[config.mk]
export PLATFORM = sky130hd
export DESIGN_NAME = trdb_stream_merger
export DESIGN_NICKNAME = d
export VERILOG_FILES = /design/src/rtl/trdb_pkg.sv /design/src/rtl/trdb_stream_merger.sv
export SDC_FILE = /design/constraint.sdc
export NUM_CORES = 1
export LEC_CHECK = 0
export CAP_MARGIN = 20
export CELL_PAD_IN_SITES_DETAIL_PLACEMENT = 2
export CELL_PAD_IN_SITES_GLOBAL_PLACEMENT = 2
export CORE_ASPECT_RATIO = 1.1
export CORE_UTILIZATION = 35
export CTS_CLUSTER_SIZE = 20
export DETAILED_ROUTE_END_ITERATION = 6
export GPL_TIMING_DRIVEN = 0
export PLACE_DENSITY_LB_ADDON = 0.1
export SYNTH_ARGS = -nofsm -noshare
export SYNTH_HDL_FRONTEND = slang
export SYNTH_SLANG_ARGS = --single-unit
[constraint.sdc]
create_clock -name clk_i -period 2.77 [get_ports clk_i]
set_input_delay 0.4155 -clock clk_i [delete_from_list [all_inputs] [get_ports clk_i]]
set_output_delay 0.4155 -clock clk_i [all_outputs]
set_load 0.03 [all_outputs]
[src/rtl/trdb_pkg.sv]
`default_nettype none
// ============================================================================
// Module   : trdb_pkg
// Purpose  : Shared definitions for the trace debug stream merger:
//            timestamp width, packet header fields and the merger FSM states.
// Revision : 1.0 - initial release
// ============================================================================
package trdb_pkg;

    localparam int unsigned TIMESTAMP_WIDTH = 64;

    // Header word layout: length in [3:0], packet type in [5:4].
    localparam logic [1:0] PKT_TYPE_SW    = 2'b10;
    localparam logic [1:0] PKT_TYPE_TIMER = 2'b11;

    // Length field counts the payload words following the header.
    localparam logic [3:0] SW_PKT_LEN     = 4'd1;
    localparam logic [3:0] TIMER_PKT_LEN  = 4'd2;

    localparam logic [31:0] SW_HEADER     = {26'b0, PKT_TYPE_SW, SW_PKT_LEN};       // 0x21
    localparam logic [31:0] TIMER_HEADER  = {26'b0, PKT_TYPE_TIMER, TIMER_PKT_LEN}; // 0x32

    typedef enum logic [2:0] {
        IDLE     = 3'd0,
        TRACE    = 3'd1,
        TIME_HDR = 3'd2,
        TIME_LO  = 3'd3,
        TIME_HI  = 3'd4,
        SW_HDR   = 3'd5,
        SW_DATA  = 3'd6
    } merger_state_e;

endpackage
`default_nettype wire

[src/rtl/trdb_stream_merger.sv]
`default_nettype none
// ============================================================================
// Module   : trdb_stream_merger
// Purpose  : Merges framed trace packets, timestamp packets and software dump
//            words into a single valid/ready word stream. Trace packets are
//            never interleaved. Also handles flush confirmation.
// Ports    : clk_i, rst_ni (async, active-low), enable_i
//            trace_data_i/trace_last_i/trace_valid_i -> trace_grant_o
//            sw_word_i/sw_valid_i -> sw_grant_o
//            tu_req_i -> timer_drop_o (request discarded)
//            flush_stream_i -> flush_confirm_o
//            data_o/valid_o/ready_i : merged output stream
// Revision : 1.0 - initial release
// ============================================================================
module trdb_stream_merger
    import trdb_pkg::*;
(
    input  logic        clk_i,
    input  logic        rst_ni,
    input  logic        enable_i,
    input  logic [31:0] trace_data_i,
    input  logic        trace_last_i,
    input  logic        trace_valid_i,
    output logic        trace_grant_o,
    input  logic [31:0] sw_word_i,
    input  logic        sw_valid_i,
    output logic        sw_grant_o,
    input  logic        tu_req_i,
    input  logic        flush_stream_i,
    output logic        flush_confirm_o,
    output logic [31:0] data_o,
    output logic        valid_o,
    input  logic        ready_i,
    output logic        timer_drop_o
);

    merger_state_e               r_state;
    logic [TIMESTAMP_WIDTH-1:0]  r_ts;
    logic [TIMESTAMP_WIDTH-1:0]  r_ts_cap;
    logic                        r_timer_pending;
    logic                        r_flush_arm;
    logic                        r_flush_confirm;

    logic                        w_accept;
    logic                        w_flush_ok;

    // Output word decode. Header and timestamp words come from registers, so
    // they are stable during a stall; trace and software words are held by
    // their sources until granted.
    always_comb begin
        data_o        = '0;
        valid_o       = 1'b0;
        trace_grant_o = 1'b0;
        sw_grant_o    = 1'b0;
        case (r_state)
            TRACE: begin
                data_o        = trace_data_i;
                valid_o       = trace_valid_i;
                trace_grant_o = trace_valid_i & ready_i;
            end
            TIME_HDR: begin
                data_o  = TIMER_HEADER;
                valid_o = 1'b1;
            end
            TIME_LO: begin
                data_o  = r_ts_cap[31:0];
                valid_o = 1'b1;
            end
            TIME_HI: begin
                data_o  = r_ts_cap[63:32];
                valid_o = 1'b1;
            end
            SW_HDR: begin
                data_o  = SW_HEADER;
                valid_o = 1'b1;
            end
            SW_DATA: begin
                data_o     = sw_word_i;
                valid_o    = sw_valid_i;
                sw_grant_o = sw_valid_i & ready_i;
            end
            default: ;
        endcase
    end

    assign w_accept     = valid_o & ready_i;

    // A request while a timestamp is still pending (including while that
    // packet is on the wire) is discarded in the same cycle.
    assign timer_drop_o = tu_req_i & r_timer_pending;

    assign w_flush_ok   = flush_stream_i & r_flush_arm & (r_state == IDLE) &
                          ~trace_valid_i & ~r_timer_pending & ~sw_valid_i;

    assign flush_confirm_o = r_flush_confirm;

    always_ff @(posedge clk_i or negedge rst_ni) begin
        if (!rst_ni) begin
            r_state         <= IDLE;
            r_ts            <= '0;
            r_ts_cap        <= '0;
            r_timer_pending <= 1'b0;
            r_flush_arm     <= 1'b1;
            r_flush_confirm <= 1'b0;
        end else begin
            if (enable_i) begin
                r_ts <= r_ts + TIMESTAMP_WIDTH'(1);
            end

            // Capture takes priority; a clear can only happen while pending,
            // in which case a simultaneous request is the dropped one.
            if (tu_req_i && !r_timer_pending) begin
                r_ts_cap        <= r_ts;
                r_timer_pending <= 1'b1;
            end else if (r_state == TIME_HI && w_accept) begin
                r_timer_pending <= 1'b0;
            end

            // Re-arm only after the flush request has been seen low.
            r_flush_confirm <= w_flush_ok;
            if (!flush_stream_i) begin
                r_flush_arm <= 1'b1;
            end else if (w_flush_ok) begin
                r_flush_arm <= 1'b0;
            end

            case (r_state)
                IDLE: begin
                    if (enable_i) begin
                        if (trace_valid_i) begin
                            r_state <= TRACE;
                        end else if (r_timer_pending) begin
                            r_state <= TIME_HDR;
                        end else if (sw_valid_i) begin
                            r_state <= SW_HDR;
                        end
                    end
                end
                TRACE: begin
                    if (w_accept && trace_last_i) begin
                        r_state <= IDLE;
                    end
                end
                TIME_HDR: if (w_accept) r_state <= TIME_LO;
                TIME_LO:  if (w_accept) r_state <= TIME_HI;
                TIME_HI:  if (w_accept) r_state <= IDLE;
                SW_HDR:   if (w_accept) r_state <= SW_DATA;
                SW_DATA:  if (w_accept) r_state <= IDLE;
                default:  r_state <= IDLE;
            endcase
        end
    end

endmodule
`default_nettype wire

==> results of run 1 <==
[through the flow]
stage	worst slack (ns)	power [uW]
after floorplan	0.4974	3466
final	0.09950	7079
after global routing	-0.008904	7359
after detailed placement	-0.8846	4432
after global placement	-4.051	4372
after CTS	-0.005181	7135
[cells by family after synthesis]
family          share of synthesized area (%)
compound gates                          8.816
xor+xnor                                8.545
fa+ha+maj                              0.1937
buf+inv                                 1.918
flops                                   51.95
mux                                     11.65
simple gates                            16.93
[synthesized netlist by cell type, drive strengths merged (3+ instances only)]
cell type	instances	share of area, %
or4	3	0.35
nand4	25	2.8
nand3	21	1.6
inv	5	0.29
mux2	65	11
nor2b	3	0.29
buf	7	0.46
a21oi	9	0.70
and3	11	1.1
xor2	18	2.4
dfrtp	133	52
a22oi	58	6.7
nor4	9	1.5
o21ai	5	0.39
clkbuf	20	1.2
nor3	10	0.85
xnor2	45	6.1
and2	5	0.48
and4	14	1.9
nor2	25	1.5
or3	3	0.29
nand2	66	3.8
[placed cells by master (no fill, tap or decap), types with 13 or more instances in the layout]
cell type | Yosys | final
clkdlybuf4s50_1 | 0 | 74
clkbuf_16 | 0 | 17
dfrtp_1 | 133 | 132
mux2_2 | 65 | 65
nand3_1 | 21 | 21
clkdlybuf4s15_2 | 0 | 17
nand2_1 | 66 | 66
xnor2_1 | 45 | 45
xor2_1 | 18 | 18
and4_1 | 13 | 13
nor2_1 | 25 | 23
a22oi_1 | 58 | 51
nand4_1 | 22 | 22
[where the power goes]
group / total [uW] / switching [uW] / leakage, uW / internal (uW)
logic: 2230 / 1390 / 0.00181 / 846
registers: 2250 / 168 / 0.00184 / 2080
clock network: 2590 / 886 / 0.000319 / 1710
[area by class of cell]
type	count	area [um^2]	share of cell area, %
Buffer	26	176.4	2.026
Timing Repair Buffer	115	1140	13.09
Tap cell	238	297.8	3.420
Inverter	5	18.77	0.2155
Sequential cell	134	3356	38.53
Multi-Input combinational cell	409	3050	35.03
Clock inverter	12	226.5	2.601
Clock buffer	19	442.9	5.086
[critical path: stages, from the launching register on]
cell and delay (ns):
dfrtp_1 0.39, clkbuf_8 0.17, nand2_1 0.15, nor2_2 0.07, clkbuf_8 0.17, clkbuf_4 0.21
a22oi_1 0.28, nand2_1 0.10, clkdlybuf4s15_2 0.29
[per-layer routing]
layer  part of all wire, %  GRT usage, %  vias up  wire length, um
li1                      -             -     2364                -
met1                    44         31.76     2685             9933
met2                    50         44.31      156            11330
met3                   4.3         4.942       28              978
met4                   2.2         9.731        0              505
met5                     0             0        -                0
[worst paths after layout]
| check | to | cells after the start | start |
|---|---|---|---|
| max | data_o[12] | 8 | r_state[1] |
| min | r_ts_cap[12] | 2 | rst_ni |
| max reg2reg | r_ts[62] | 6 | r_ts[0] |
| min reg2reg | r_flush_arm | 2 | r_flush_arm |
| max in group asynchronous | r_state[2] | 3 | rst_ni |
| min in group clk_i | r_flush_arm | 2 | r_flush_arm |
[registers in the layout, indices dropped and copies added, names as in the netlist]
register and count:
r_flush_arm 1, r_timer_pending 1, r_state 3, r_ts 64, r_ts_cap 64, flush_confirm_o 1
[repair_timing]
action	CTS	global route
endpoints found under the hold margin	38	0
endpoints found under the setup margin	34	32
hold buffers	1	0
pin swaps	1	1
buffers inserted	2	2
resized for setup	121	20
==> impl_metrics.toml, run 1 <==
[cells_and_area]
finalInstanceArea_um2 = 8708
n_antenna_cell = 0
fin_util_pct = 48.74
fin_cells = 958
syn_to_final_growth_pct = 34.86
drive_above_1_share_pct = 23.47
finalNetCount = 782
n_fill_cell = 1779

[logic_synthesis]
syn-cell-area_um2 = 6457
synth_seq_cells = 134
ys_types = 41
synthFlopType = "dfrtp_1"
async_reset_ff_share_pct = 100.0
netlist_instances = 575
syn_area_per_cell_um2 = 11.23
synth_edf_count = 0
ys_seq_area_share_pct = 51.95
yosysWarningCount = 0
syn_nets = 649

[timing]
hold_viol_final = 0
slew_violations = 0
post-route-min-period_ns = 2.671
period_share_pct = 96.41
max_slew_margin_pct = 47.00
hold_slack_ns = 0.4745
setup_tns_ns = 0
skew_ns = 0.01041
setup_viol = 0
tightest_slew_ns = 0.7877
timing.fmax_ghz = 0.3745

[grt]
grt_pass1_vias = 5948
grt_usage_pct = 25.62
gr-total-overflow = 0
grt_max_degree = 97
grt_pass1_wl_um = 35970
antenna_found_initial = 0

[worst_setup_path]
cp-start-kind = "flip-flop"
critPathCaptureType = "output port"
arrival_ns = 2.26
crit_required_ns = 2.35
r2r_setup_slack_ns = 0.26
worstPathMaxFanout = 10
critPathKind = "reg2out"

[floorplan]
coreArea_um2 = 17870
start_util_pct = 36.14
die_w_um = 131.5
dieArea_um2 = 19000
rows = 51
die_h_um = 144.5
boundaryPins = 110

[job]
maxCapViolCount = 0

[clock_network]
cts_buffers = 17
clk_pin_slew_worst_paths_ns = 0.06
cts_max_path_buffers = 2
clkLatencyLatePin_ns = 0.43
cts_tree = "built"
root_buffer = "clkbuf_16"
clock_sink_count = 134
cts-htree-levels = 4

[detailed_routing]
dr.pass1.iters = 4
vias_per_cell = 5.462
drt_iter0_markers = 243
drt_wl_total_um = 22750
ant_nets = 0
vias = 5233
wl_per_cell_um = 23.74
drc_errors = 0

[place]
place_hpwl_um = 16320
gp_congestion = 0.8967
io_buffers = 109
place_inst = 923
dpl_cell_area_um2 = 7875

[hold_path]
hold_path.class = "in2async"

[power]
cellLeakagePower_uw = 0.003963
pwr_density_cell_nw_per_um2 = 812.9
peakVddDrop_uv = 470.9

[status]
status = "complete, no violations"
Note: power is estimated with default switching activity, not from simulation.
==> inputs of run 2 (changes only) <==
--- a/config.mk
+++ b/config.mk
@@ -14,6 +14,7 @@
 export DETAILED_ROUTE_END_ITERATION = 6
 export GPL_TIMING_DRIVEN = 0
 export PLACE_DENSITY_LB_ADDON = 0.1
+export SKIP_CTS_REPAIR_TIMING = 1
 export SYNTH_ARGS = -nofsm -noshare
 export SYNTH_HDL_FRONTEND = slang
 export SYNTH_SLANG_ARGS = --single-unit
==> run 2 against run 1 <==
Net effect: flip-flop and latch count unchanged; register-to-register slack lost 0.02 ns; count of clock-buffer cells in the layout unchanged; worst setup slack lost 0.026 ns; critical endpoint unchanged.
==> impl_metrics.toml, run 2 (synthesis gave the netlist of run 1 again) <==
[status]
status = "complete, no violations"

[floorplan]
start_util_pct = 36.14
boundaryPins = 110
dieArea_um2 = 19000
coreArea_um2 = 17870
rows = 51
die_h_um = 144.5
die_w_um = 131.5

[worst_setup_path]
crit_start = "r_state[0]"
crit_required_ns = 2.35
r2r_end = "r_ts[62]"
r2r_setup_slack_ns = 0.24
arrival_ns = 2.28
slowest_delay_ns = 0.37
cpMostUsedCell = "clkbuf_2"
rr_worst_depth = 6
worstPathMaxFanout = 10
crit_end = "data_o[12]"
path_cells = "clkbuf_4 -> inv_1 -> nor3b_4 -> clkbuf_2 -> a22oi_1 -> nand2_1 -> clkbuf_2"
critPathCaptureType = "output port"
critPathKind = "reg2out"
cp-start-kind = "flip-flop"
slowest_stage = "dfrtp_1"
timing.rr.start = "r_ts[0]"

[detailed_routing]
drt_wl_total_um = 22860
dr.pass1.iters = 4
wl_per_cell_um = 23.92
drt_iter0_markers = 243
vias_per_cell = 5.472
ant_nets = 0
drc_errors = 0
vias = 5231

[timing]
hold_slack_ns = 0.4750
max_slew_margin_pct = 46.42
skew_ns = 0.01192
post-route-min-period_ns = 2.697
slew_violations = 0
setup_tns_ns = 0
setup_viol = 0
setup_slack_ns = 0.07340
tightest_slew_ns = 0.7964
period_share_pct = 97.35
hold_viol_final = 0
timing.fmax_ghz = 0.3708

[power]
pwr_density_cell_nw_per_um2 = 815.7
netSwitchingPower_uw = 2424
seq_power_share_pct = 32.2
swShare_pct = 34.61
power.share.clock_pct = 37.1
cellLeakagePower_uw = 0.004130
power_uw = 7003
peakVddDrop_uv = 468.2
combPwrFrac_pct = 30.7
p_int_uw = 4579

[cells_and_area]
n_fill_cell = 1785
layout_common_cells = "132 x dfrtp_1, 74 x clkdlybuf4s50_1, 66 x nand2_1, 65 x mux2_2, 57 x a22oi_1"
n_antenna_cell = 0
syn_to_final_growth_pct = 32.96
final_common_cell = "dfrtp_1"
ff_latch_area_um2 = 3356
top_regs = "r_ts: 64 flops, r_ts_cap: 64 flops, r_state: 3 flops"
multi_input_area_um2 = 3018
drive_above_1_share_pct = 21.59
finalNetCount = 780

[clock_network]
clk_pin_slew_worst_paths_ns = 0.06
cts-htree-levels = 4
cts_buffers = 17
clkLatencyLatePin_ns = 0.43
root_buffer = "clkbuf_16"
cts_max_path_buffers = 2
cts_tree = "built"
clock_sink_count = 134

[grt]
grt_max_degree = 97
grt_usage_pct = 25.46
gr-total-overflow = 0
grt_pass1_vias = 5916
antenna_found_initial = 0
grt_pass1_wl_um = 35710

[place]
io_buffers = 109
post-place-ws_ns = -0.8846
place_hpwl_um = 16320
gp_congestion = 0.8967

[hold_path]
hold_path.class = "in2async"

[job]
maxCapViolCount = 0
run 2: changes by cell type in the layout (fill, tap and decap cells not counted), moves of 3 or more:
cell / delta
dlymetal6s2s_1: +13
buf_4: -3
clkdlybuf4s15_1: -4
dlygate4sd2_1: -5
a22oi_1: +6
clkbuf_8: -3
a22oi_2: -6
clkbuf_2: +18
clkdlybuf4s15_2: -17
run 2: routing by layer:
metal,global-route usage [%],up-vias,wire length [um]
met3,5.012,30,946
met4,9.119,0,513
met2,44.31,158,11390
met5,0,-,0
li1,-,2362,-
met1,31.48,2681,10020
run 2: worst min path at each step:
| stage | from | end | cells past startpoint |
|---|---|---|---|
| floorplan | rst_ni | flush_confirm_o | 0 |
| global placement | r_flush_arm | r_flush_arm | 2 |
| detailed placement | rst_ni | r_ts_cap[13] | 1 |
| CTS | rst_ni | r_ts_cap[13] | 1 |
| global route | rst_ni | r_ts_cap[12] | 2 |
| finish | rst_ni | r_ts_cap[12] | 2 |
run 2: layout make-up:
cell class / count / share of cell area, %
buffer: 26 / 1.792
inverter: 5 / 0.2186
sequential: 134 / 39.08
clock inverter: 12 / 2.638
clock buffer: 19 / 5.159
tap: 238 / 3.468
timing repair buffer: 113 / 12.49
multi-input combinational: 409 / 35.15
run 2: power groups by stage:
| stage | combinational, uW | clock, uW | sequential (uW) |
|---|---|---|---|
| after global placement | 2130 | 0 | 2250 |
| final | 2150 | 2600 | 2260 |
| after floorplan | 1280 | 0 | 2190 |
| after detailed placement | 2180 | 0 | 2260 |
| after global routing | 2300 | 2720 | 2260 |
| after CTS | 2210 | 2660 | 2230 |
run 2: worst max-delay path, delay by kind of cell, from the launching register on:
kind	cells	cell delay, ns
buf+inv	4	0.86
simple gates	2	0.43
flops	1	0.37
compound gates	1	0.19
run 2: metrics by stage:
step | area, um^2 | utilization, % | std cells
6_report | 8586 | 48.05 | 956
5_1_grt | 8586 | 48.05 | 956
4_1_cts | 8544 | 47.82 | 954
3_5_place_dp | 7875 | 44.08 | 923
3_3_place_gp | 7846 | 43.91 | 922
2_1_floorplan | 6457 | - | 575
==> inputs of run 3 (changes only) <==
--- a/config.mk
+++ b/config.mk
@@ -5,6 +5,7 @@
 export SDC_FILE = /design/constraint.sdc
 export NUM_CORES = 1
 export LEC_CHECK = 0
+export ABC_CLOCK_PERIOD_IN_PS = 2770
 export CAP_MARGIN = 20
 export CELL_PAD_IN_SITES_DETAIL_PLACEMENT = 2
 export CELL_PAD_IN_SITES_GLOBAL_PLACEMENT = 2
@@ -14,6 +15,7 @@
 export DETAILED_ROUTE_END_ITERATION = 6
 export GPL_TIMING_DRIVEN = 0
 export PLACE_DENSITY_LB_ADDON = 0.1
+export REMOVE_ABC_BUFFERS = 1
 export SKIP_CTS_REPAIR_TIMING = 1
 export SYNTH_ARGS = -nofsm -noshare
 export SYNTH_HDL_FRONTEND = slang
==> run 3 against run 2 <==
Net effect: first-iteration DRC count is 0.41% lower; critical endpoint is now data_o[4]; critical path type unchanged; via count is 0.34% lower; clock power is 2% lower; final cell count is 0.73% lower; largest cell class unchanged; largest power group unchanged; final area is 3.3% higher; critical path depth is 3 lower; global-route usage is 3.2 points lower; wire length is 4.0% lower; power is 4.1% higher; combinational power is 13% higher.
==> impl_metrics.toml, run 3 (synthesis gave the netlist of run 1 again) <==
[timing]
timing.fmax_ghz = 0.3737
setup_slack_ns = 0.09403
tightest_slew_ns = 0.8703
setup_tns_ns = 0
skew_ns = 0.009177
max_slew_margin_pct = 41.45
setup_viol = 0
hold_viol_final = 0
rsz0062_at_grt = "false"
post-route-min-period_ns = 2.676
period_share_pct = 96.61
slew_violations = 0

[floorplan]
coreArea_um2 = 17870
rows = 51
die_h_um = 144.5
boundaryPins = 110
start_util_pct = 36.14
die_w_um = 131.5
dieArea_um2 = 19000

[place]
gp_congestion = 0.7972
post-place-ws_ns = -0.5979
place_inst = 901
place_hpwl_um = 13790
io_buffers = 109

[power]
cellLeakagePower_uw = 0.004430
combPwrFrac_pct = 33.2
pwr_density_cell_nw_per_um2 = 821.6
power_uw = 7288
swShare_pct = 34.45
netSwitchingPower_uw = 2510
p_int_uw = 4777
seq_power_share_pct = 32.0
peakVddDrop_uv = 465.7
power.share.clock_pct = 34.8

[grt]
grt_pass1_vias = 5878
gr-total-overflow = 0
grt_usage_pct = 22.30
grt_pass1_wl_um = 32400
grt_max_degree = 78
antenna_found_initial = 0

[worst_setup_path]
crit_required_ns = 2.35
timing.rr.start = "r_ts[1]"
crit_end = "data_o[4]"
cp-start-kind = "flip-flop"
critPathKind = "reg2out"
rr_worst_depth = 6
r2r_setup_slack_ns = 0.23
arrival_ns = 2.26
critPathCaptureType = "output port"
worstPathMaxFanout = 21
crit_start = "r_state[1]"
r2r_end = "r_ts[50]"

[detailed_routing]
drt_iter0_markers = 242
drc_errors = 0
vias = 5213
dr.pass1.iters = 4
ant_nets = 0
drt_wl_total_um = 21950
vias_per_cell = 5.493
wl_per_cell_um = 23.13

[clock_network]
clk_pin_slew_worst_paths_ns = 0.06
root_buffer = "clkbuf_16"
clkLatencyLatePin_ns = 0.43
cts_max_path_buffers = 2
cts-htree-levels = 4
clock_sink_count = 134
cts_buffers = 17
cts_tree = "built"

[cells_and_area]
final_common_cell = "dfrtp_1"
multi_input_area_um2 = 3040
n_fill_cell = 1780
finalNetCount = 772
drive_above_1_share_pct = 19.83
fin_cells = 949
syn_to_final_growth_pct = 37.36
top_regs = "r_ts: 64 flops, r_ts_cap: 64 flops, r_state: 3 flops"
n_antenna_cell = 0
layout_common_cells = "130 x dfrtp_1, 75 x clkdlybuf4s50_1, 65 x nand2_1, 65 x mux2_2, 58 x a22oi_1"
ff_latch_area_um2 = 3366

[job]
maxCapViolCount = 0

[hold_path]
hold_path.class = "in2async"

[status]
status = "complete, no violations"
==> run 3: changes by cell type in the layout (fill, tap and decap cells not counted), sizes merged <==
cell	change
buf	+9
bufinv	-1
clkbuf	-38
clkdlybuf4s50	+1
dlygate4sd3	-1
dlymetal6s2s	+20
inv	+1
nor2	+2
==> run 3: final cells by class <==
type                    instances  area share (%)
flip-flops and latches        134           37.95
clock inverters                12           2.229
inverters                       5          0.2116
well taps                     238           3.357
clock buffers                  20           5.149
repair buffers                129           16.83
multi-input cells             411           34.28
==> run 3: power by group through the flow <==
stage	Combinational (uW)	Clock, uW	Sequential [uW]
after floorplan	1160	0	2260
after global placement	1910	0	2330
after detailed placement	2060	0	2350
after CTS	2090	2560	2330
after global routing	2560	2640	2350
final	2420	2540	2330
==> run 3: layer usage <==
layer  global-route usage (%)  part of all wire, %  wire length, um
met1                    26.18                   42             9202
met3                    3.856                  3.6              782
met2                    41.60                   53            11590
met5                        0                    0                0
met4                    6.610                  1.7              378
==> run 3: worst max-delay path: stages (launching register included) <==
cell	delay, ns
dfrtp_4	0.59
nand2_1	0.21
nor2_1	0.08
o32ai_1	0.24
clkdlybuf4s50_1	0.72
==> run 3: stage by stage <==
step / util [%] / cell area (um^2) / hold WS [ns]
after floorplan: - / 6352 / 0.1199
after global placement: 43.33 / 7741 / 0.4625
after detailed placement: 44.26 / 7909 / 0.4949
after CTS: 47.93 / 8563 / 0.06541
after global routing: 49.64 / 8870 / 0.07791
final: 49.64 / 8870 / 0.03262
==> run 3: how the worst min path moves through the flow <==
stage                                  to  slack (ns)
after global routing         r_ts_cap[10]        0.08
after floorplan           flush_confirm_o        0.12
after CTS                     r_ts_cap[9]        0.07
after global placement           r_ts[63]        0.46
final                        r_ts_cap[10]        0.03
after detailed placement         r_ts[62]        0.49
